### src/rtl/packet_router_1x3_pkg.sv
// Shared constants and FSM state type
// for the 1x3 byte-stream packet router.
package packet_router_1x3_pkg;

  localparam int DATA_W     = 8;
  localparam int FIFO_DEPTH = 16;
  localparam int TIMEOUT    = 30;

  localparam logic [1:0] PORT0        = 2'd0;
  localparam logic [1:0] PORT1        = 2'd1;
  localparam logic [1:0] PORT2        = 2'd2;
  localparam logic [1:0] ADDR_INVALID = 2'd3;

  typedef enum logic [2:0] {
    DECODE_ADDRESS,
    WAIT_TILL_EMPTY,
    LOAD_FIRST_DATA,
    LOAD_DATA,
    FIFO_FULL_STATE,
    LOAD_AFTER_FULL,
    LOAD_PARITY,
    CHECK_PARITY_ERROR
  } state_e;

endpackage

### src/rtl/router_fifo.sv
// Output-port FIFO with registered read data
// and an unread-data timeout flush.
module router_fifo
  import packet_router_1x3_pkg::*;
#(
  parameter int DEPTH = FIFO_DEPTH,
  parameter int W     = DATA_W,
  parameter int TMO   = TIMEOUT
) (
  input  logic         clock,
  input  logic         resetn,
  input  logic         we,
  input  logic         re,
  input  logic [W-1:0] din,
  output logic [W-1:0] dout,
  output logic         empty,
  output logic         full,
  output logic         flush
);

  localparam int AW = $clog2(DEPTH);
  localparam int TW = $clog2(TMO + 1);
  localparam logic [AW:0] P_ONE = 1;
  localparam logic [TW-1:0] T_ONE = 1;
  localparam logic [TW-1:0] T_LAST = TW'(TMO - 1);

  logic [W-1:0]  mem_q [DEPTH];
  logic [AW:0]   wp_q, wp_d;
  logic [AW:0]   rp_q, rp_d;
  logic [W-1:0]  dout_q, dout_d;
  logic [TW-1:0] cnt_q, cnt_d;
  logic          do_wr, do_rd, idle;

  assign empty = (wp_q == rp_q);
  assign full  = (wp_q[AW] != rp_q[AW]) &&
                 (wp_q[AW-1:0] == rp_q[AW-1:0]);
  assign idle  = !empty && !re;
  assign flush = idle && (cnt_q == T_LAST);
  assign do_wr = we && !full && !flush;
  assign do_rd = re && !empty;
  assign dout  = dout_q;

  // Pointer, read-data and idle-counter next state
  always_comb begin
    wp_d   = wp_q;
    rp_d   = rp_q;
    dout_d = dout_q;
    cnt_d  = '0;
    if (do_wr) wp_d = wp_q + P_ONE;
    if (do_rd) begin
      rp_d   = rp_q + P_ONE;
      dout_d = mem_q[rp_q[AW-1:0]];
    end
    if (idle && !flush) cnt_d = cnt_q + T_ONE;
    if (flush) begin
      wp_d = '0;
      rp_d = '0;
    end
  end

  // Storage array, contents qualified by pointers
  always_ff @(posedge clock) begin
    if (do_wr) mem_q[wp_q[AW-1:0]] <= din;
  end

  // Control registers
  always_ff @(posedge clock) begin
    if (resetn) begin
      wp_q   <= '0;
      rp_q   <= '0;
      dout_q <= '0;
      cnt_q  <= '0;
    end else begin
      wp_q   <= wp_d;
      rp_q   <= rp_d;
      dout_q <= dout_d;
      cnt_q  <= cnt_d;
    end
  end

endmodule

### src/rtl/packet_router_1x3.sv
// 1x3 packet router: header decode, parity
// check and steering into three port FIFOs.
module packet_router_1x3
  import packet_router_1x3_pkg::*;
(
  input  logic       clock,
  input  logic       resetn,
  input  logic       pkt_valid,
  input  logic       read_enb_0,
  input  logic       read_enb_1,
  input  logic       read_enb_2,
  input  logic [7:0] data_in,
  output logic [7:0] data_out_0,
  output logic [7:0] data_out_1,
  output logic [7:0] data_out_2,
  output logic       vld_out_0,
  output logic       vld_out_1,
  output logic       vld_out_2,
  output logic       err,
  output logic       busy
);

  state_e     state_q, state_d;
  logic [1:0] addr_q, addr_d;
  logic [7:0] hdr_q, hdr_d;
  logic [7:0] hold_q, hold_d;
  logic [7:0] par_q, par_d;
  logic [7:0] rxp_q, rxp_d;
  logic       err_q, err_d;
  logic       drop_q, drop_d;
  logic       we;
  logic [7:0] wdata;
  logic [2:0] wen;
  logic [3:0] empty, full, flush;

  assign empty[3] = 1'b1;
  assign full[3]  = 1'b0;
  assign flush[3] = 1'b0;

  assign wen[0] = we && (addr_q == PORT0);
  assign wen[1] = we && (addr_q == PORT1);
  assign wen[2] = we && (addr_q == PORT2);

  assign vld_out_0 = !empty[0];
  assign vld_out_1 = !empty[1];
  assign vld_out_2 = !empty[2];
  assign err       = err_q;

  router_fifo u_fifo0 (
    .clock (clock),      .resetn (resetn),
    .we    (wen[0]),     .re     (read_enb_0),
    .din   (wdata),      .dout   (data_out_0),
    .empty (empty[0]),   .full   (full[0]),
    .flush (flush[0])
  );

  router_fifo u_fifo1 (
    .clock (clock),      .resetn (resetn),
    .we    (wen[1]),     .re     (read_enb_1),
    .din   (wdata),      .dout   (data_out_1),
    .empty (empty[1]),   .full   (full[1]),
    .flush (flush[1])
  );

  router_fifo u_fifo2 (
    .clock (clock),      .resetn (resetn),
    .we    (wen[2]),     .re     (read_enb_2),
    .din   (wdata),      .dout   (data_out_2),
    .empty (empty[2]),   .full   (full[2]),
    .flush (flush[2])
  );

  // Packet FSM: decode, load, parity, abort on flush
  always_comb begin
    state_d = state_q;
    addr_d  = addr_q;
    hdr_d   = hdr_q;
    hold_d  = hold_q;
    par_d   = par_q;
    rxp_d   = rxp_q;
    err_d   = err_q;
    drop_d  = drop_q;
    we      = 1'b0;
    wdata   = hold_q;
    busy    = 1'b1;
    unique case (state_q)
      DECODE_ADDRESS: begin
        busy = 1'b0;
        if (drop_q) begin
          if (!pkt_valid) drop_d = 1'b0;
        end else if (pkt_valid) begin
          if (data_in[1:0] == ADDR_INVALID) begin
            drop_d = 1'b1;
          end else begin
            addr_d  = data_in[1:0];
            hdr_d   = data_in;
            par_d   = data_in;
            err_d   = 1'b0;
            state_d = empty[data_in[1:0]] ?
                      LOAD_FIRST_DATA : WAIT_TILL_EMPTY;
          end
        end
      end
      WAIT_TILL_EMPTY: begin
        if (empty[addr_q]) state_d = LOAD_FIRST_DATA;
      end
      LOAD_FIRST_DATA: begin
        we      = 1'b1;
        wdata   = hdr_q;
        state_d = LOAD_DATA;
      end
      LOAD_DATA: begin
        busy = 1'b0;
        if (pkt_valid) begin
          par_d = par_q ^ data_in;
          if (full[addr_q]) begin
            hold_d  = data_in;
            state_d = FIFO_FULL_STATE;
          end else begin
            we    = 1'b1;
            wdata = data_in;
          end
        end else begin
          rxp_d   = data_in;
          state_d = LOAD_PARITY;
        end
      end
      FIFO_FULL_STATE: begin
        if (!full[addr_q]) state_d = LOAD_AFTER_FULL;
      end
      LOAD_AFTER_FULL: begin
        we = 1'b1;
        if (pkt_valid) begin
          state_d = LOAD_DATA;
        end else begin
          rxp_d   = data_in;
          state_d = LOAD_PARITY;
        end
      end
      LOAD_PARITY: begin
        if (!full[addr_q]) begin
          we      = 1'b1;
          wdata   = rxp_q;
          state_d = CHECK_PARITY_ERROR;
        end
      end
      CHECK_PARITY_ERROR: begin
        err_d   = (par_q != rxp_q);
        state_d = DECODE_ADDRESS;
      end
      default: state_d = DECODE_ADDRESS;
    endcase
    // A flushed target kills the packet in flight;
    // any payload still to come is swallowed.
    if (flush[addr_q]) begin
      unique case (state_q)
        LOAD_FIRST_DATA,
        FIFO_FULL_STATE,
        LOAD_AFTER_FULL: begin
          state_d = DECODE_ADDRESS;
          drop_d  = 1'b1;
        end
        LOAD_DATA: begin
          state_d = DECODE_ADDRESS;
          drop_d  = pkt_valid;
        end
        LOAD_PARITY: state_d = DECODE_ADDRESS;
        default: ;
      endcase
    end
  end

  // FSM and datapath registers
  always_ff @(posedge clock) begin
    if (resetn) begin
      state_q <= DECODE_ADDRESS;
      addr_q  <= '0;
      hdr_q   <= '0;
      hold_q  <= '0;
      par_q   <= '0;
      rxp_q   <= '0;
      err_q   <= 1'b0;
      drop_q  <= 1'b0;
    end else begin
      state_q <= state_d;
      addr_q  <= addr_d;
      hdr_q   <= hdr_d;
      hold_q  <= hold_d;
      par_q   <= par_d;
      rxp_q   <= rxp_d;
      err_q   <= err_d;
      drop_q  <= drop_d;
    end
  end

endmodule

### config.mk
export PLATFORM = sky130hd
export DESIGN_NAME = packet_router_1x3
export DESIGN_NICKNAME = d
export VERILOG_FILES = /design/src/rtl/packet_router_1x3_pkg.sv /design/src/rtl/router_fifo.sv /design/src/rtl/packet_router_1x3.sv
export SDC_FILE = /design/constraint.sdc
export NUM_CORES = 1
export LEC_CHECK = 0
export ABC_AREA = 1
export CORE_ASPECT_RATIO = 1.25
export CORE_MARGIN = 5
export CORE_UTILIZATION = 30
export CTS_CLUSTER_DIAMETER = 80
export DETAILED_ROUTE_END_ITERATION = 6
export PLACE_DENSITY_LB_ADDON = 0.12
export SLEW_MARGIN = 10
export SYNTH_ARGS = -nofsm -noshare
export SYNTH_HDL_FRONTEND = slang
export SYNTH_SLANG_ARGS = --single-unit
### constraint.sdc
create_clock -name clock -period 3.65 [get_ports clock]
set_clock_uncertainty 0.1 [all_clocks]
set_input_delay 0.365 -clock clock [delete_from_list [all_inputs] [get_ports clock]]
set_output_delay 0.365 -clock clock [all_outputs]
set_load 0.01 [all_outputs]
==> impl_results.md <==
* Drt pass-1 iters at 5
* Area contributors post-synth: edfxtp_1, dfxtp_1, o21ai_0, nor2_1, nand2_1
* H-tree levels at 2
* CP Launch Type: register
* Post-synth top cells: edfxtp_1, nor2_1, o21ai_0
* Final std cells w/o fill at 2772
* Yosys reg bits at 490
* Port Buffers at 42
* CORE AREA at around 0.067 mm²
* Critical path's slowest cell: dfxtp_1
* Post-synth EDFFs at 384
* GR Overflow Total at 0
* RSZ-0062 raised after global routing: no
* Post-Synth Simple-Gate Area at 0.128
* Rows at between 100 and 150
* Async SR Flop Fraction at 0
* Initial antenna violation count at 0
* Most common cell in the netlist: edfxtp_1
* Delay-heaviest family, CP: simple AND/OR/NAND/NOR gates
* Mux contribution to synthesized area at 0
* Largest net degree at the start of global routing at just under 70
* Placed Cells at 2674
* Worst IR Drop VDD at ~0.27 mV
* Final Setup Violations at 0
* Total CTS buffers at between 50 and 60
* Die Ht at 301 µm
* Outcome: finished clean
* Vias at 13735
* Cell mode on critical path: nand2_1
* Cell area power density at 639 mW/mm²
* Antenna diode count at 0
* Slew headroom at 0.355
* Critical path capture point type: register
* Die area at 0.0732 mm²
* Starting density of the core at 0.303
* Met2 usage at 0.263
* WS Path Type: reg -> reg
* Routed WL at 57800 µm
* CP Data Arrival Time at about 3.2 ns
* Synth area leader: edfxtp_1
* Slew @ Worst Pin at slightly below 1 ns
* I/O pin count at 43
* Cells after Synth at 1800
* First DRT Iteration DRCs at about 1200
* Syn nets at about 1800
* Synth Area in Adders at 0.0129
* Critical path buffer and inverter count at 2
* Post-CTS Repair Setup Buffers at 0
* Synthesized area per cell at between 10 and 15 µm²
* Sequential-to-total area share from yosys stat at 0.671
* Share of cells above drive strength 1 at 0.112
* GR peak layer: met2
* YS warnings at 0
* Final period util at 0.829
* Fin Setup TNS at 0 ns
* M1 GR Usage at 0.202
* GR Util met3 at 0.0243
* Tot GR Track Use at 0.153
* Hpwl dp at between 30000 and 40000 µm
* Worst path cell trace: nand2_1, nand2_1, nor2_4, nand4_4, nand4_2, nand3_4, buf_4, nand2_4, inv_4, nand2_1, nor2_1
* Final Max Tran Viols at 0
* Routed Antenna Nets at 0
* # hold bufs at CTS at 0
* Critical path fanouts, max at 14
* Clk buf depth at 3
* Post-CTS Resized at 0
* Cell area after synthesis at 0.0204 mm²
* Number of max-cap violations at 0
* DRC errors left at 0
* Post-synthesis compound-gate area fraction at 0.136
* Placer Congestion at ~0.8
* Reg clk slew, reported paths at ~0.070 ns
* DR WL/cell at 20.8 µm
* Vias per inst at roughly 5
* Unique masters post-synth at 46
* Root Buffer: clkbuf_16
* CP peak stage delay at ~0.62 ns
* Vias in the first global route at 13769
* Power consumption at between 15 and 20 mW
* Xor and xnor fraction of the mapped netlist area at 0.0132
* Yosys top cell area share at 0.567
* Minimum clock period at around 3.0 ns
* Hold Fails Final Rpt at 0
* TritonCTS clock tree: yes
* Synth-to-Final Area Change at 16.8%
* Peak Freq at approximately 330 MHz
* Total clock sinks at between 400 and 500
* Skew-Pair Late Insertion Delay at approximately 0.61 ns
* # nets final at about 1900
* First-pass GRT wire length at between 80000 and 90000 µm
* Die W at approximately 240 µm
* Main combinational cell family by area after synthesis: compound AO/OA/AOI/OAI gates
* Hold Crit Class: in -> reg
* Synth Flop Type: edfxtp_1
* Leak at 8.33 nW
* Worst EP required at between 3 and 4 ns
-- stage by stage --
step	util	worst slack, ns	cell area (µm²)	hold WS (ns)
2_1_floorplan	-	1.03	20400	0.333
3_3_place_gp	0.328	0.499	22000	0.349
3_5_place_dp	0.328	0.387	22000	0.358
4_1_cts	0.354	0.613	23800	0.281
5_1_grt	0.354	0.438	23800	0.285
6_report	0.354	0.625	23800	0.315
-- path summary, 6_finish.rpt --
| check | startpoint | to | slack, ns | cells after the start |
|---|---|---|---|---|
| setup / recovery | u_fifo1.rp_q[1] | u_fifo0.mem_q[7][6] | 0.62 | 11 |
| hold / removal | resetn | err | 0.31 | 2 |
| hold reg to reg | u_fifo2.cnt_q[0] | u_fifo2.cnt_q[0] | 0.36 | 1 |
| setup reg to reg | u_fifo1.rp_q[1] | u_fifo0.mem_q[7][6] | 0.62 | 11 |
-- report_power, final --
| group | internal, mW | total (mW) | switching [mW] |
|---|---|---|---|
| clock | 3.20 | 5.47 | 2.27 |
| combinational | 0.958 | 3.15 | 2.19 |
| sequential | 6.42 | 6.58 | 0.167 |
-- cells by family (layout without fill, tap and decap cells) --
kind of cell | after synthesis | after routing
simple gates | 589 | 589
flops | 490 | 490
fa+ha+maj | 21 | 21
buf+inv | 193 | 301
compound gates | 478 | 478
xor+xnor | 29 | 29
-- state kept, by name, summed over array words and instances, names as in the netlist, 7 cells and up --
name,cells
u_fifo0.mem_q,128
hold_q,8
rxp_q,8
u_fifo0.dout,8
u_fifo2.mem_q,128
u_fifo1.dout,8
u_fifo2.dout,8
hdr_q,7
u_fifo1.mem_q,128
par_q,8
-- final cells by class --
cell class | count | area (µm²)
multi-input cells | 1117 | 5950
inverters | 102 | 395
clock buffers | 74 | 1490
flip-flops and latches | 490 | 13700
well taps | 864 | 1080
clock inverters | 24 | 289
fillers | 6601 | 43300
repair buffers | 101 | 913
-- routing by layer --
layer  share of wire  wire [µm]
met1            0.45      26200
met2            0.49      28100
met3           0.036       2060
met4           0.024       1400
met5               0          0
-- layout by cell type, fill, tap and decap left out, types with 20 or more instances in the layout --
cell type          n
a21oi_1           75
clkbuf_16         53
nand3_1           52
o21ai_0          248
o22ai_1           68
o221ai_1          37
ha_1              21
clkdlybuf4s50_1   42
inv_1             75
edfxtp_1         384
nand4_1           21
dfxtp_1          103
o211ai_1          20
buf_4             55
nor2_1           300
nand2_1          157
No activity file was read; power rests on OpenSTA's default activity.
